[src/rtl/button_conditioner.sv]
// button_conditioner: conditions the raw mode-select and increment buttons.
// Each channel is synchronized by two flops, debounced by a counter, and
// turned into a single-cycle press pulse. The increment channel also
// auto-repeats while it is held.
// rpt_state exposes the repeat FSM state (0 = IDLE, 1 = WAIT, 2 = REPEAT).
module button_conditioner #(
    parameter int CLK_HZ          = 100_000_000,
    parameter int DEBOUNCE_MS     = 20,
    parameter int REPEAT_DELAY_MS = 500,
    parameter int REPEAT_RATE_MS  = 100
) (
    input  logic       clk,
    input  logic       reset,        // asynchronous, active-low
    input  logic       btn_sel_raw,
    input  logic       btn_add_raw,
    output logic       sel_pulse,
    output logic       add_pulse,
    output logic       sel_level,
    output logic       add_level,
    output logic [1:0] rpt_state
);

    // Cycle counts derived from the clock rate. Each of them must be at least 2.
    localparam int DB_CYC  = CLK_HZ / 1000 * DEBOUNCE_MS;
    localparam int DLY_CYC = CLK_HZ / 1000 * REPEAT_DELAY_MS;
    localparam int RPT_CYC = CLK_HZ / 1000 * REPEAT_RATE_MS;
    localparam int MAX_A   = (DB_CYC > DLY_CYC) ? DB_CYC : DLY_CYC;
    localparam int MAX_CYC = (MAX_A > RPT_CYC) ? MAX_A : RPT_CYC;
    localparam int CW      = $clog2(MAX_CYC) + 1;

    localparam logic [CW-1:0] DB_LAST  = CW'(DB_CYC - 1);
    localparam logic [CW-1:0] DLY_LAST = CW'(DLY_CYC - 1);
    localparam logic [CW-1:0] RPT_LAST = CW'(RPT_CYC - 1);
    localparam logic [CW-1:0] CNT_ONE  = CW'(1);

    // Repeat FSM encoding.
    localparam logic [1:0] ST_IDLE   = 2'd0;
    localparam logic [1:0] ST_WAIT   = 2'd1;
    localparam logic [1:0] ST_REPEAT = 2'd2;

    // Channel 0 is sel, channel 1 is add.
    logic [1:0]    raw;
    logic [1:0]    sync1_q;
    logic [1:0]    sync2_q;
    logic [1:0]    level_q;
    logic [1:0]    level_d;
    logic [1:0]    rise;
    logic [CW-1:0] db_cnt_q [2];
    logic [CW-1:0] db_cnt_d [2];

    logic          sel_pulse_q;
    logic          sel_pulse_d;
    logic          add_pulse_q;
    logic          add_pulse_d;
    logic [1:0]    state_q;
    logic [1:0]    state_d;
    logic [CW-1:0] timer_q;
    logic [CW-1:0] timer_d;

    assign raw = {btn_add_raw, btn_sel_raw};

    // Debounce: the level follows sync only after DB_CYC consecutive
    // differing samples; any agreeing sample restarts the count.
    always_comb begin
        for (int ch = 0; ch < 2; ch++) begin
            level_d[ch]  = level_q[ch];
            db_cnt_d[ch] = '0;
            if (sync2_q[ch] != level_q[ch]) begin
                if (db_cnt_q[ch] == DB_LAST) begin
                    level_d[ch] = sync2_q[ch];
                end else begin
                    db_cnt_d[ch] = db_cnt_q[ch] + CNT_ONE;
                end
            end
        end
    end

    // Press detection: the pulse is registered together with the level edge.
    assign rise        = level_d & ~level_q;
    assign sel_pulse_d = rise[0];

    // Repeat FSM for add: press pulse, hold delay, then periodic pulses.
    // A release seen in the same cycle as a due pulse suppresses that pulse.
    always_comb begin
        state_d     = state_q;
        timer_d     = timer_q;
        add_pulse_d = 1'b0;
        case (state_q)
            ST_IDLE: begin
                timer_d = '0;
                if (rise[1]) begin
                    add_pulse_d = 1'b1;
                    state_d     = ST_WAIT;
                end
            end
            ST_WAIT: begin
                if (!level_d[1]) begin
                    state_d = ST_IDLE;
                    timer_d = '0;
                end else if (timer_q == DLY_LAST) begin
                    add_pulse_d = 1'b1;
                    timer_d     = '0;
                    state_d     = ST_REPEAT;
                end else begin
                    timer_d = timer_q + CNT_ONE;
                end
            end
            ST_REPEAT: begin
                if (!level_d[1]) begin
                    state_d = ST_IDLE;
                    timer_d = '0;
                end else if (timer_q == RPT_LAST) begin
                    add_pulse_d = 1'b1;
                    timer_d     = '0;
                end else begin
                    timer_d = timer_q + CNT_ONE;
                end
            end
            default: begin
                state_d = ST_IDLE;
                timer_d = '0;
            end
        endcase
    end

    // State registers, all cleared asynchronously by reset.
    always_ff @(posedge clk or negedge reset) begin
        if (!reset) begin
            sync1_q     <= '0;
            sync2_q     <= '0;
            level_q     <= '0;
            for (int ch = 0; ch < 2; ch++) begin
                db_cnt_q[ch] <= '0;
            end
            sel_pulse_q <= 1'b0;
            add_pulse_q <= 1'b0;
            state_q     <= ST_IDLE;
            timer_q     <= '0;
        end else begin
            sync1_q     <= raw;
            sync2_q     <= sync1_q;
            level_q     <= level_d;
            for (int ch = 0; ch < 2; ch++) begin
                db_cnt_q[ch] <= db_cnt_d[ch];
            end
            sel_pulse_q <= sel_pulse_d;
            add_pulse_q <= add_pulse_d;
            state_q     <= state_d;
            timer_q     <= timer_d;
        end
    end

    assign sel_pulse = sel_pulse_q;
    assign add_pulse = add_pulse_q;
    assign sel_level = level_q[0];
    assign add_level = level_q[1];
    assign rpt_state = state_q;

endmodule

[config.mk]
export PLATFORM = sky130hd
export DESIGN_NAME = button_conditioner
export DESIGN_NICKNAME = d
export VERILOG_FILES = /design/src/rtl/button_conditioner.sv
export SDC_FILE = /design/constraint.sdc
export NUM_CORES = 1
export LEC_CHECK = 0
export ABC_CLOCK_PERIOD_IN_PS = 2400
export BUFFER_PORTS_ARGS = -buffer_cell sky130_fd_sc_hd__buf_2
export CAP_MARGIN = 25
export CORE_UTILIZATION = 30
export DETAILED_ROUTE_END_ITERATION = 8
export HOLD_SLACK_MARGIN = 0.08
export SLEW_MARGIN = 20
export SYNTH_ARGS = -nofsm -noshare
export SYNTH_HDL_FRONTEND = slang
export SYNTH_SLANG_ARGS = --single-unit
[constraint.sdc]
create_clock -name clk -period 2.4 [get_ports clk]
set_clock_uncertainty 0.05 [all_clocks]
set_input_delay 0 -clock clk [delete_from_list [all_inputs] [get_ports clk]]
set_output_delay 0 -clock clk [all_outputs]
set_load 0.02 [all_outputs]
==> impl_results.md <==
* Status: finished clean
* H-tree lvl count at 3
* Standard-cell rows at 44
* Clock power frac at 48.0%
* Post-synth EDFFs at 0
* Largest net degree at the start of global routing at 60
* Final #Nets at 503
* Flop pwr share at 49.5%
* Sw frac at 20.48%
* Net Count, Synth at 479
* Worst Setup Start Kind: flop
* Initial Util at 31.04%
* Final hold viol count at 0
* Post-CTS Setup Repair Bufs at 0
* RSZ-0062 raised after global routing: true
* Final setup fails at 0
* Io pins at 10
* First-pass GRT wire length at 16.13 mm
* Ys Warns at 0
* Vias in the first global route at 3473
* Clock root cell: clkbuf_16
* Crit path kind: flop to flop
* Crit path max fanout at 27
* Antenna violations before repair at 0
* WL/cell at 13.41 um
* Net Sw Power at 0.6437 mW
* Top cells by area, synth: dfrtp_1 (50%), xor2_1 (7.7%), nor2_1 (7.3%)
* Fmax at 421.6 MHz
* Critical path capture point type: flop
* PD cells at 598.9 nW/um2
* Synth Instances at 468
* Die Footprint at 15650 um2
* I/O Buffers at 9
* Gate power share at 2.4%
* Fin worst setup slack at 0.02806 ns
* Sequential fraction of the synthesis area at 50.10%
* Gr ovfl total at 0
* Vias/cell at 5.001
* Critical path required time at 2.58 ns
* Crit path DAT at 2.55 ns
* Layout cells sized above 1 at 9.476%
* Vias at 3401
* Final Wtd Congestion at 0.7595
* Dpl hpwl at 6.269 mm
* Post-layout minimum cycle time at 2.372 ns
* Final Cycle Share at 98.83%
* Hold slack final at 0.2115 ns
* Post-place setup slack at 0.02777 ns
* CTS tree: done
* Max_cap viols at 0
* Synth Flop Type: dfrtp_1
* Detail Route Antenna Nets at 0
* Pre-antenna DRT Iters at 4
* Synth-to-Final Area Change at 15.44%
* CORE AREA at 14640 um2
* Gr usage total at 12.61%
* Tightest Pin Transition at 0.7300 ns
* Yosys top cell area share at 50.10%
* Flops & latches, synth at 91
* Max incr delay on CP at 0.58 ns
* Synth area leader: dfrtp_1
* CP top delay family: simple AND/OR/NAND/NOR gates
* Crit path buf inv count at 1
* P_int at 2.499 mW
* Share of flip-flops with an asynchronous set or reset at 100.0%
* Worst-skew pair later-pin latency at 0.34 ns
* Hold crit path type: input port to asynchronous set/reset pin
* Synthesized area per cell at 9.713 um2
* Crit-path cells: or4b_1, or4_4, o21a_1, o221ai_4, buf_12, nor2_1
* Die width at 125.1 um
* # DRC at 0
* CP max stage cell: or4_4
* Synth Cell Area at 4546 um2
* Initial DRC count at 184
* Library cells used by synthesis at 39
* Final setup TNS at 0 ns
* Reg clk slew, reported paths at 0.06 ns
* Die height at 125.1 um
* CTS sink cnt at 91
* Leakage at 2.169 nW
* Max clock buf depth at 2
* N_diodes at 0
* Max-slew violations at 0
* Slew margin rel. at 51.33%
* Maximum VDD drop at 0.0003830 V
* TritonCTS buffer count at 9
* Post_cts resized at 0
* Final WL at 9.121 mm
[placed cells by master, fill, tap and decap left out, types with 7 or more instances in the layout]
| master | netlist | routed |
|---|---|---|
| and3_1 | 12 | 12 |
| nor2_1 | 89 | 89 |
| xnor2_1 | 33 | 33 |
| buf_2 | 0 | 8 |
| nor3_1 | 19 | 19 |
| nor4_1 | 9 | 9 |
| buf_4 | 0 | 16 |
| nand3_1 | 35 | 35 |
| and4_1 | 9 | 9 |
| ha_1 | 7 | 7 |
| nand4_1 | 26 | 26 |
| dfrtp_1 | 91 | 91 |
| clkbuf_16 | 0 | 9 |
| xor2_1 | 40 | 40 |
| nand2_1 | 26 | 26 |
| inv_1 | 11 | 11 |
[through the flow]
| step | utilization, % | power (mW) | std cells | instance area, um2 |
|---|---|---|---|---|
| 3_5_place_dp | 33.47 | 1.662 | 662 | 4901 |
| 6_report | 35.83 | 3.143 | 680 | 5248 |
| 4_1_cts | 35.83 | 3.194 | 680 | 5248 |
| 2_1_floorplan | - | 1.610 | 468 | 4546 |
| 5_1_grt | 35.83 | 3.270 | 680 | 5248 |
| 3_3_place_gp | 33.47 | 1.658 | 662 | 4901 |
[synth_stat cells (2+ instances only)]
cell,number
a21oi_1,6
and2_1,2
and3_1,12
and4_1,9
buf_6,2
clkbuf_1,14
dfrtp_1,91
ha_1,7
inv_1,11
nand2_1,26
nand3_1,35
nand4_1,26
nor2_1,89
nor3_1,19
nor4_1,9
nor4b_1,6
o2111ai_1,2
o21a_1,2
o21ai_0,3
o31ai_1,2
or2_2,3
or3_1,2
or4_1,3
xnor2_1,33
xor2_1,40
[worst paths after layout]
check | endpoint | cells past startpoint | start | slack [ns]
max in group asynchronous | db_cnt_q[20] | 3 | reset | 1.35
worst max register to register | timer_q[17] | 6 | timer_q[11] | 0.03
min in group clk | sync1_q[1] | 2 | btn_add_raw | 0.25
worst max-delay path | timer_q[17] | 6 | timer_q[11] | 0.03
worst min register to register | sync2_q[1] | 0 | sync1_q[1] | 0.31
worst min-delay path | sync2_q[1] | 2 | reset | 0.21
[power by group through the flow]
stage | clock, mW | sequential [mW] | combinational (mW)
after floorplan | 0 | 1.58 | 0.0294
after global placement | 0 | 1.58 | 0.0745
after detailed placement | 0 | 1.58 | 0.0767
after CTS | 1.56 | 1.56 | 0.0809
after global routing | 1.62 | 1.56 | 0.0915
final | 1.51 | 1.56 | 0.0769
[flip-flops by register name (all words and copies together), names as in the netlist]
register   cells
db_cnt_q      54
timer_q       27
level_q        2
rpt_state      2
sync1_q        2
sync2_q        2
add_pulse      1
sel_pulse      1
[what timing repair did]
action | CTS | global route
endpoints found under the hold margin | 59 | 0
hold buffers | 3 | 0
setup endpoints to repair | 0 | 27
[final cells by class]
cell class                      instances  area (um2)
Clock inverter                          5       77.57
Clock buffer                           10       239.0
Tap cell                              184       230.2
Multi-Input combinational cell        350        2152
Sequential cell                        91        2277
Timing Repair Buffer                   29       230.2
Inverter                               11       41.29
Fill cell                            1490        9397
[routing by layer]
| layer | global-route usage [%] | share of wire, % | vias to the layer above |
|---|---|---|---|
| met5 | 0 | 0 | - |
| met4 | 4.950 | 1.7 | 0 |
| met3 | 2.910 | 2.9 | 16 |
| met2 | 20.77 | 46 | 41 |
| met1 | 16.04 | 49 | 1679 |
| li1 | - | - | 1665 |
[cells by family (layout without fill, tap and decap cells)]
| logic type | count (synthesis) | count (layout) | synth area share, % |
|---|---|---|---|
| AOI/OAI and AO/OA | 21 | 21 | 3.413 |
| xor gates and xnor gates | 73 | 73 | 14.07 |
| adders and majority gates | 7 | 7 | 1.927 |
| buffers and inverters | 27 | 55 | 2.560 |
| DFF | 91 | 91 | 50.10 |
| muxes | 2 | 2 | 0.4679 |
| and+or+nand+nor | 247 | 247 | 27.47 |
No activity file was read; power rests on OpenSTA's default activity.
